**config.mk**
```make
export PLATFORM = sky130hd
export DESIGN_NAME = pill_interval_timer_flat
export DESIGN_NICKNAME = d
export VERILOG_FILES = /design/src/rtl/pill_interval_timer_if.sv /design/src/rtl/pill_interval_timer.sv /design/src/flat_wrapper.sv
export SDC_FILE = /design/constraint.sdc
export NUM_CORES = 1
export LEC_CHECK = 0
export ABC_AREA = 1
export BUFFER_PORTS_ARGS = -buffer_cell sky130_fd_sc_hd__buf_2
export CAP_MARGIN = 25
export CORE_MARGIN = 5
export CORE_UTILIZATION = 59
export CTS_BUF_LIST = sky130_fd_sc_hd__clkbuf_8
export CTS_CLUSTER_SIZE = 28
export DETAILED_ROUTE_END_ITERATION = 6
export PLACE_DENSITY = 0.83
export SLEW_MARGIN = 10
export SYNTH_ARGS = -nofsm -noshare
export SYNTH_HDL_FRONTEND = slang
export SYNTH_SLANG_ARGS = --single-unit
```
**constraint.sdc**
```tcl
create_clock -name clk -period 2 [get_ports clk]
set_clock_uncertainty 0.05 [all_clocks]
set_input_delay 0 -clock clk [delete_from_list [all_inputs] [get_ports clk]]
set_output_delay 0 -clock clk [all_outputs]
set_load 0.05 [all_outputs]
```
**src/rtl/pill_interval_timer_if.sv**
```systemverilog
// pill_interval_timer_if: button/ROM inputs and mode/countdown outputs of the pill interval timer
interface pill_interval_timer_if;
    logic        setButton;
    logic        loadButton;
    logic        startButton;
    logic [27:0] romContent;
    logic [3:0]  state;
    logic [11:0] pill12And3Duration;
    logic [2:0]  alarm;
    logic        unitTick;
    modport master (
        output setButton, loadButton, startButton, romContent,
        input  state, pill12And3Duration, alarm, unitTick
    );
    modport slave (
        input  setButton, loadButton, startButton, romContent,
        output state, pill12And3Duration, alarm, unitTick
    );
endinterface

```
**src/rtl/pill_interval_timer.sv**
```systemverilog
// pill_interval_timer: idle/set/load/run mode FSM with per-pill countdowns, alarms and unit time base
module pill_interval_timer #(
    parameter int TICKS_PER_UNIT = 50000000,
    parameter int PRESCALE_W     = 26
) (
    input logic                  clk,
    input logic                  reset,
    pill_interval_timer_if.slave bus
);
    typedef enum logic [3:0] {IDLE = 4'd0, SET = 4'd1, LOAD = 4'd2, RUN = 4'd3} state_t;
    state_t                r_state, w_next;
    logic                  r_set_q, r_load_q, r_start_q;
    logic                  w_set_e, w_load_e, w_start_e, w_tick, w_latch;
    logic [PRESCALE_W-1:0] r_pre;
    // index 0 is pill1, so the packed array lines up with the output nibbles
    logic [0:2][3:0]       r_int, r_dur, w_dur, w_rom;
    assign w_set_e   = bus.setButton & ~r_set_q;
    assign w_load_e  = bus.loadButton & ~r_load_q;
    assign w_start_e = bus.startButton & ~r_start_q;
    assign w_rom     = {bus.romContent[19:16], bus.romContent[11:8], bus.romContent[3:0]};
    assign w_tick    = (r_state == RUN) && (r_pre == PRESCALE_W'(TICKS_PER_UNIT - 1));
    assign w_latch   = w_load_e && (w_next == LOAD);
    always_comb begin
        w_next = r_state;
        case (r_state)
            IDLE:    w_next = w_set_e ? SET : IDLE;
            SET:     w_next = w_load_e ? LOAD : SET;
            LOAD:    w_next = w_set_e ? SET : w_load_e ? LOAD : w_start_e ? RUN : LOAD;
            RUN:     w_next = w_set_e ? SET : RUN;
            default: w_next = IDLE;
        endcase
    end
    always_comb begin
        w_dur     = r_dur;
        bus.alarm = '0;
        for (int i = 0; i < 3; i++) begin
            if (w_next == IDLE || w_next == SET)
                w_dur[i] = 4'h1;
            else if (w_latch)
                w_dur[i] = (w_rom[i] == 4'h0) ? 4'h1 : w_rom[i];
            else if (w_tick)
                w_dur[i] = (r_int[i] == 4'h0) ? 4'h1 : (r_dur[i] == 4'h0) ? r_int[i] : r_dur[i] - 4'h1;
            bus.alarm[i] = (r_state == RUN) && (r_dur[i] == 4'h0);
        end
    end
    always_ff @(posedge clk or posedge reset) begin
        if (reset) begin
            r_state   <= IDLE;
            r_set_q   <= 1'b0;
            r_load_q  <= 1'b0;
            r_start_q <= 1'b0;
            r_pre     <= '0;
            r_int     <= '0;
            r_dur     <= 12'h111;
        end else begin
            r_state   <= w_next;
            r_set_q   <= bus.setButton;
            r_load_q  <= bus.loadButton;
            r_start_q <= bus.startButton;
            r_pre     <= (r_state == RUN && w_next == RUN && !w_tick) ? r_pre + 1'b1 : '0;
            r_dur     <= w_dur;
            if (w_latch)
                r_int <= w_rom;
        end
    end
    assign bus.state              = r_state;
    assign bus.pill12And3Duration = r_dur;
    assign bus.unitTick           = w_tick;
endmodule

```
**src/flat_wrapper.sv**
```systemverilog
// flat-port wrapper written by rule: the top's interface ports become plain ports
module pill_interval_timer_flat 
#(
    parameter int TICKS_PER_UNIT = 50000000,
    parameter int PRESCALE_W     = 26
)
  (clk, reset, bus_setButton, bus_loadButton, bus_startButton, bus_romContent, bus_state, bus_pill12And3Duration, bus_alarm, bus_unitTick);
  pill_interval_timer_if bus_i ();
  input logic clk;
  input logic reset;
  input wire logic [$bits(bus_i.setButton)-1:0] bus_setButton;
  input wire logic [$bits(bus_i.loadButton)-1:0] bus_loadButton;
  input wire logic [$bits(bus_i.startButton)-1:0] bus_startButton;
  input wire logic [$bits(bus_i.romContent)-1:0] bus_romContent;
  output wire logic [$bits(bus_i.state)-1:0] bus_state;
  output wire logic [$bits(bus_i.pill12And3Duration)-1:0] bus_pill12And3Duration;
  output wire logic [$bits(bus_i.alarm)-1:0] bus_alarm;
  output wire logic [$bits(bus_i.unitTick)-1:0] bus_unitTick;
  assign bus_i.setButton = bus_setButton;
  assign bus_i.loadButton = bus_loadButton;
  assign bus_i.startButton = bus_startButton;
  assign bus_i.romContent = bus_romContent;
  assign bus_state = bus_i.state;
  assign bus_pill12And3Duration = bus_i.pill12And3Duration;
  assign bus_alarm = bus_i.alarm;
  assign bus_unitTick = bus_i.unitTick;
  pill_interval_timer #(.TICKS_PER_UNIT(TICKS_PER_UNIT), .PRESCALE_W(PRESCALE_W)) u_core (.clk(clk), .reset(reset), .bus(bus_i));
endmodule
```
==> results of run 1 <==
-- layer usage --
metal  up-vias  share of wire, %  global-route usage, %
met5         -                 0                      0
met4         0               1.3                   7.19
met3        10               5.0                   4.61
met2        76                51                   40.7
met1      1408                43                   26.9
li1       1576                 -                      -
-- through the flow --
stage / instance area (µm²) / hold WS [ns] / power, W / util [%]
6_report: 3820 / 0.221 / 0.00444 / 69.7
5_1_grt: 3820 / 0.248 / 0.00481 / 69.7
4_1_cts: 3800 / 0.222 / 0.00443 / 69.4
3_5_place_dp: 3550 / 0.0304 / 0.00377 / 64.8
3_3_place_gp: 3550 / 0.0249 / 0.00371 / 64.8
2_1_floorplan: 3290 / -0.0186 / 0.00330 / -
-- worst paths after layout --
check / from / end / slack [ns] / depth (start not counted)
max in group asynchronous: reset / u_core.bus.pill12And3Duration[4] / 1.38 / 4
max reg2reg: u_core.r_pre[0] / u_core.bus.pill12And3Duration[2] / 0.20 / 10
max: u_core.r_pre[0] / bus_unitTick / 0.17 / 6
min: reset / u_core.bus.pill12And3Duration[3] / 0.22 / 4
min in group clk: bus_startButton / u_core.r_start_q / 0.30 / 2
min reg2reg: u_core.bus.pill12And3Duration[4] / u_core.bus.pill12And3Duration[4] / 0.44 / 2
-- final cells by class --
class / count / area share, %
Timing Repair Buffer: 58 / 10.7
Clock buffer: 5 / 1.80
Inverter: 59 / 5.80
Sequential cell: 55 / 36.2
Tap cell: 72 / 2.36
Clock inverter: 3 / 0.656
Multi-Input combinational cell: 343 / 42.5
-- cells in the final DEF (no fill, tap or decap), types with 2 or more instances in the layout --
cell type        n
dfrtp_1         52
o31ai_1          3
nor2_4           3
nor3_1           6
a21oi_1          3
ha_1             6
buf_4            7
nand2_2          2
nand3_1         53
xor2_1          13
o211ai_1         4
conb_1           2
inv_1           55
nor3b_1          4
clkinv_4         2
dfstp_2          3
buf_2           33
clkbuf_8         5
nor2_2           2
nand2_1        138
nor2_1          77
o21ai_0         13
inv_2            4
nand4_1          8
dlygate4sd3_1   16
-- cell families (layout without fill, tap and decap cells) --
kind of cell	after synthesis	in the layout	share of synthesized area (%)
AND/OR/NAND/NOR	296	296	38.2
adder cells (fa/ha/maj)	6	6	2.29
other	1	2	0.114
XOR/XNOR	14	14	3.73
AO/OA/AOI/OAI	25	25	4.50
flip-flops	55	55	42.0
buffers and inverters	71	125	9.15
-- worst reg2reg max path: stages (launching register included) --
cell and delay (ns):
dfrtp_1 0.40, ha_1 0.23, nand2_1 0.10, nor2_2 0.16, nand3_1 0.09, nor2_1 0.11
nand3b_1 0.13, nand2_2 0.15, buf_4 0.18, nand3_1 0.09, nand2_1 0.07
-- timing repair --
action / in CTS / in global routing
endpoints found under the hold margin: 70 / 0
endpoints found under the setup margin: 0 / 1
gates resized for setup: 0 / 5
setup buffers: 0 / 0
hold buffers: 16 / 0
-- sequential cells by signal (all words and copies together) (netlist names) --
| signal | flops |
|---|---|
| u_core.r_load_q | 1 |
| u_core.r_int | 12 |
| u_core.bus.pill12And3Duration | 12 |
| u_core.bus.state | 2 |
| u_core.r_pre | 26 |
| u_core.r_set_q | 1 |
| u_core.r_start_q | 1 |
-- power groups by stage --
stage                     Combinational, W  Sequential, W  Clock (W)
after CTS                          0.00222        0.00156   0.000656
final                              0.00224        0.00156   0.000634
after global routing               0.00251        0.00160   0.000703
after global placement             0.00213        0.00158          0
after floorplan                    0.00136        0.00194          0
after detailed placement           0.00219        0.00158          0
==> metrics.md, run 1 <==
| Metric | Value |
|---|---|
| Initial antenna violation count | `0` |
| Asr flop ratio synth | `100%` |
| Int Power | `0.00231 W` |
| First-pass GRT wire length | `13400 µm` |
| Final setup viols | `0` |
| Multi-input logic area | `0.00162 mm²` |
| DRC errors left | `0` |
| RSZ-0062 raised after global routing | `no` |
| Max Cap Viol | `0` |
| Worst EP required | `1.95 ns` |
| Die height | `84.6 µm` |
| # IOs | `53` |
| Crit path cell chain | `ha_1, nand3_2, nor2_4, nand2_2, nor3_2, buf_6` |
| Vias in the first global route | `3059` |
| Core area | `0.00547 mm²` |
| H-tree depth | `2` |
| PortBufs | `34` |
| Synth top area cells | `dfrtp_1, nand2_1, nor2_1, nand3_1, inv_1` |
| DR pass1 iterations | `4` |
| Maximum clock rate | `0.546 GHz` |
| Peak VDD IR | `0.00108 V` |
| TritonCTS Buffers | `5` |
| Area delta synth->final | `16.2%` |
| Most common cell in the netlist | `nand2_1` |
| Top_reg_cell synth | `dfrtp_1` |
| Clock Power Share | `14.3%` |
| Total vias in the final route | `3070` |
| Setup WS pre-CTS | `0.234 ns` |
| Crit. End Element | `primary output` |
| Fill cells | `471` |
| Dpl cells | `571` |
| Clock period minus worst slack | `1.83 ns` |
| CP arrival | `1.78 ns` |
| GP Congestion | `0.896` |
| Yosys top cell area share | `39.6%` |
| Largest net degree at the start of global routing | `56` |
| Switching share of total power | `47.9%` |
| Synth Warn # | `0` |
| Synth cell count leaders | `nand2_1, nor2_1, inv_1` |
| Worst-path maximum fanout | `5` |
| Combinational share of power | `50.5%` |
| DRT antenna net count | `0` |
| Final Net Count | `561` |
| Reg power frac | `35.2%` |
| Die width | `84.6 µm` |
| N_diodes | `0` |
| Vias/cell | `5.16` |
| Overflow after GRT | `0` |
| Crit path largest cell delay | `0.40 ns` |
| Final Hold Viols | `0` |
| P_sw | `0.00213 W` |
| Register area | `0.00138 mm²` |
| Fin crit share | `91.7%` |
| Sum Neg Setup Slack | `0 ns` |
| Static Leak | `1.95 nW` |
| Critical path launch point type | `flip-flop` |
| CTS tree | `yes` |
| Clock buffer depth | `2` |
| GRT Overall Usage | `22.6%` |
| Slew Limit Fails | `0` |
| Worst skew pair latency | `0.32 ns` |
| Setup ws final | `0.167 ns` |
| DR iter-0 viols | `183` |
| Die ar. | `0.00716 mm²` |
| Fin cells | `595` |
| EDFF count, synth | `0` |
| Leading area contributor after synthesis | `dfrtp_1` |
| Clock root cell | `clkbuf_8` |
| WL/cell | `12.9 µm` |
| Initial Util | `60.0%` |
| Cell area after synthesis | `0.00328 mm²` |
| Routed Wire Length | `7690 µm` |
| PD cells | `1160 mW/mm²` |
| Layout cell share with drive strength beyond 1 | `12.6%` |
| Crit path kind | `reg -> out` |
| FF+latch count, synth | `55` |
| Rows | `27` |
| Crit-path leading delay family | `simple AND/OR/NAND/NOR gates` |
| Mapped Cells | `468` |
| Sinks on Clock Net | `55` |
| Worst Path Buf+Inv | `1` |
| Crit-path slowest cell | `dfrtp_1` |
| Hpwl dp | `5410 µm` |
| Mean Syn Cell Area | `7.02 µm²` |
| Hold Path Class | `in -> async` |
| Synth cell types | `28` |
| Status | `completed` |
| Register area share after synthesis | `42.0%` |
| Clk pin slew, worst setup/hold paths | `0.11 ns` |
Power figures use the tool's default switching activity.
==> inputs of run 2 (changes only) <==
--- a/config.mk
+++ b/config.mk
@@ -5,15 +5,15 @@
 export SDC_FILE = /design/constraint.sdc
 export NUM_CORES = 1
 export LEC_CHECK = 0
-export ABC_AREA = 1
+export ABC_AREA = 0
 export BUFFER_PORTS_ARGS = -buffer_cell sky130_fd_sc_hd__buf_2
 export CAP_MARGIN = 25
 export CORE_MARGIN = 5
-export CORE_UTILIZATION = 59
+export CORE_UTILIZATION = 58
 export CTS_BUF_LIST = sky130_fd_sc_hd__clkbuf_8
 export CTS_CLUSTER_SIZE = 28
 export DETAILED_ROUTE_END_ITERATION = 6
-export PLACE_DENSITY = 0.83
+export PLACE_DENSITY = 0.82
 export SLEW_MARGIN = 10
 export SYNTH_ARGS = -nofsm -noshare
 export SYNTH_HDL_FRONTEND = slang
==> metrics.md, run 2 <==
| Metric | Value |
|---|---|
| Asr flop ratio synth | `100%` |
| Overflow after GRT | `0` |
| Status | `complete, but fails checks` |
| Area delta synth->final | `37.7%` |
| N_diodes | `0` |
| Largest net degree at the start of global routing | `56` |
| Vias in the first global route | `2770` |
| Crit path largest cell delay | `0.51 ns` |
| Worst skew pair latency | `0.32 ns` |
| Worst Path Buf+Inv | `2` |
| Core area | `0.00501 mm²` |
| Flip-flop count of the largest register after layout | `26` |
| Critical path launch point type | `flip-flop` |
| Most flops, register | `u_core.r_pre` |
| Cell area after synthesis | `0.00295 mm²` |
| Commonest non-fill, non-tap cell in the layout | `dfrtp_1` |
| TritonCTS Buffers | `5` |
| DRC errors left | `0` |
| Die width | `81.3 µm` |
| FF+latch count, synth | `55` |
| Failing checks | `negative setup slack` |
| Layout cell share with drive strength beyond 1 | `37.2%` |
| Synth top area cells | `dfrtp_1, nor2_1, mux2_2, xor2_1, mux2i_1` |
| Sinks on Clock Net | `55` |
| Die height | `81.3 µm` |
| PortBufs | `34` |
| GP Congestion | `0.868` |
| Clock buffer depth | `2` |
| Crit. End Element | `flip-flop` |
| Most common cell in the netlist | `dfrtp_1` |
| WL/cell | `20.4 µm` |
| Crit path cell chain | `nor4_4, or4b_4, buf_6, or3_4, nand3_4, buf_12, nor2_1` |
| Hpwl dp | `4930 µm` |
| Synth cell types | `42` |
| Dpl cells | `439` |
| Final setup viols | `39` |
| Initial antenna violation count | `0` |
| Fill cells | `269` |
| Fin crit share | `112%` |
| Slew headroom | `60.1%` |
| Leading area contributor after synthesis | `dfrtp_1` |
| Total vias in the final route | `2882` |
| Synth Warn # | `0` |
| Die ar. | `0.00660 mm²` |
| DR pass1 iterations | `4` |
| GRT Overall Usage | `25.8%` |
| Max Cap Viol | `0` |
| Maximum clock rate | `0.447 GHz` |
| Crit-path slowest cell | `or4b_4` |
| Slew Limit Fails | `0` |
| Mapped Cells | `300` |
| Sum Neg Setup Slack | `-7.39 ns` |
| H-tree depth | `2` |
| Worst-path maximum fanout | `19` |
| # IOs | `53` |
| First-pass GRT wire length | `13000 µm` |
| CTS tree | `yes` |
| Top_reg_cell synth | `dfrtp_1` |
| Most frequent cells in the layout | `dfrtp_1, buf_4, buf_2, nor2_1, dlygate4sd3_1` |
| Clock root cell | `clkbuf_8` |
| Mean Syn Cell Area | `9.82 µm²` |
| Clock period minus worst slack | `2.24 ns` |
| Final Net Count | `433` |
| Routed Wire Length | `9500 µm` |
| Yosys top cell area share | `44.2%` |
| Initial Util | `58.8%` |
| Final Hold Viols | `0` |
| DRT antenna net count | `0` |
| Crit path kind | `reg -> reg` |
| Worst EP required | `2.15 ns` |
| Worst hold slack | `0.210 ns` |
| Worst slew pin tran | `0.594 ns` |
| Peak VDD IR | `0.000503 V` |
| PD cells | `924 mW/mm²` |
| Static Leak | `1.76 nW` |
| Setup ws final | `-0.236 ns` |
| Rows | `26` |
| Clk pin slew, worst setup/hold paths | `0.11 ns` |
| Hold Path Class | `in -> async` |
| CP arrival | `2.39 ns` |
| DR iter-0 viols | `275` |
| Synth cell count leaders | `dfrtp_1, nor2_1, xor2_1` |
| RSZ-0062 raised after global routing | `yes` |
| Fin cells | `465` |
| EDFF count, synth | `0` |
| Vias/cell | `6.20` |
| Register area share after synthesis | `46.9%` |
| Crit-path leading delay family | `simple AND/OR/NAND/NOR gates` |
| Final core occ | `80.9%` |
## run 2: timing repair
item / in CTS / in global routing
setup buffers: 0 / 2
pin swaps: 8 / 6
resized for setup: 18 / 31
hold endpoints to repair: 81 / 0
hold buffers: 16 / 0
setup endpoints to repair: 39 / 41
## run 2: power breakdown
| group | internal, W | leakage [nW] | switching [W] |
|---|---|---|---|
| Sequential | 0.00131 | 0.715 | 0.000254 |
| Clock | 0.000413 | 0.0618 | 0.000390 |
| Combinational | 0.000550 | 0.984 | 0.000824 |
## run 2: final timing paths
kind	to	start	slack, ns	cells after the start
max in group asynchronous	u_core.bus.pill12And3Duration[4]	reset	1.38	4
hold / removal	u_core.bus.pill12And3Duration[1]	reset	0.21	4
min in group clk	u_core.r_load_q	bus_loadButton	0.29	2
setup reg to reg	u_core.r_pre[7]	u_core.r_pre[7]	-0.24	7
hold reg to reg	u_core.r_int[5]	u_core.r_int[5]	0.50	1
setup / recovery	u_core.r_pre[7]	u_core.r_pre[7]	-0.24	7
## run 2: worst min-delay path, delay by kind of cell
| kind | cells | cell delay [ns] |
|---|---|---|
| buf+inv | 4 | 0.97 |
## run 2: metal layers
metal / track usage (%) / wire, µm
met5: 0 / 0
met2: 45.6 / 4770
met3: 4.88 / 632
met1: 30.0 / 3580
met4: 12.2 / 513
## run 2: cell families (layout without fill, tap and decap cells)
kind of cell | Yosys count | in the layout | share of synthesized area, %
AO/OA/AOI/OAI | 44 | 44 | 9.26
XOR/XNOR | 24 | 24 | 7.14
adder cells (fa/ha/maj) | 6 | 6 | 2.55
buffers and inverters | 25 | 119 | 3.48
flip-flops | 55 | 55 | 46.9
multiplexers | 23 | 23 | 8.33
other | 1 | 2 | 0.127
AND/OR/NAND/NOR | 122 | 122 | 22.3
## run 2: layout make-up
class | count | area, µm² | share of cell area (%)
multi-input combinational | 221 | 1650 | 40.7
tap | 70 | 87.6 | 2.16
timing repair buffer | 97 | 757 | 18.7
sequential | 55 | 1390 | 34.2
clock inverter | 2 | 38.8 | 0.956
inverter | 14 | 55.1 | 1.36
clock buffer | 6 | 82.6 | 2.04
## run 2: metrics by stage
stage	power (W)	cell area, µm²	setup WS (ns)
6_report	0.00375	4060	-0.236
4_1_cts	0.00351	3930	-0.213
3_5_place_dp	0.00267	3580	-0.238
5_1_grt	0.00387	4060	-0.309
3_3_place_gp	0.00263	3580	-0.129
2_1_floorplan	0.00231	3020	-0.207
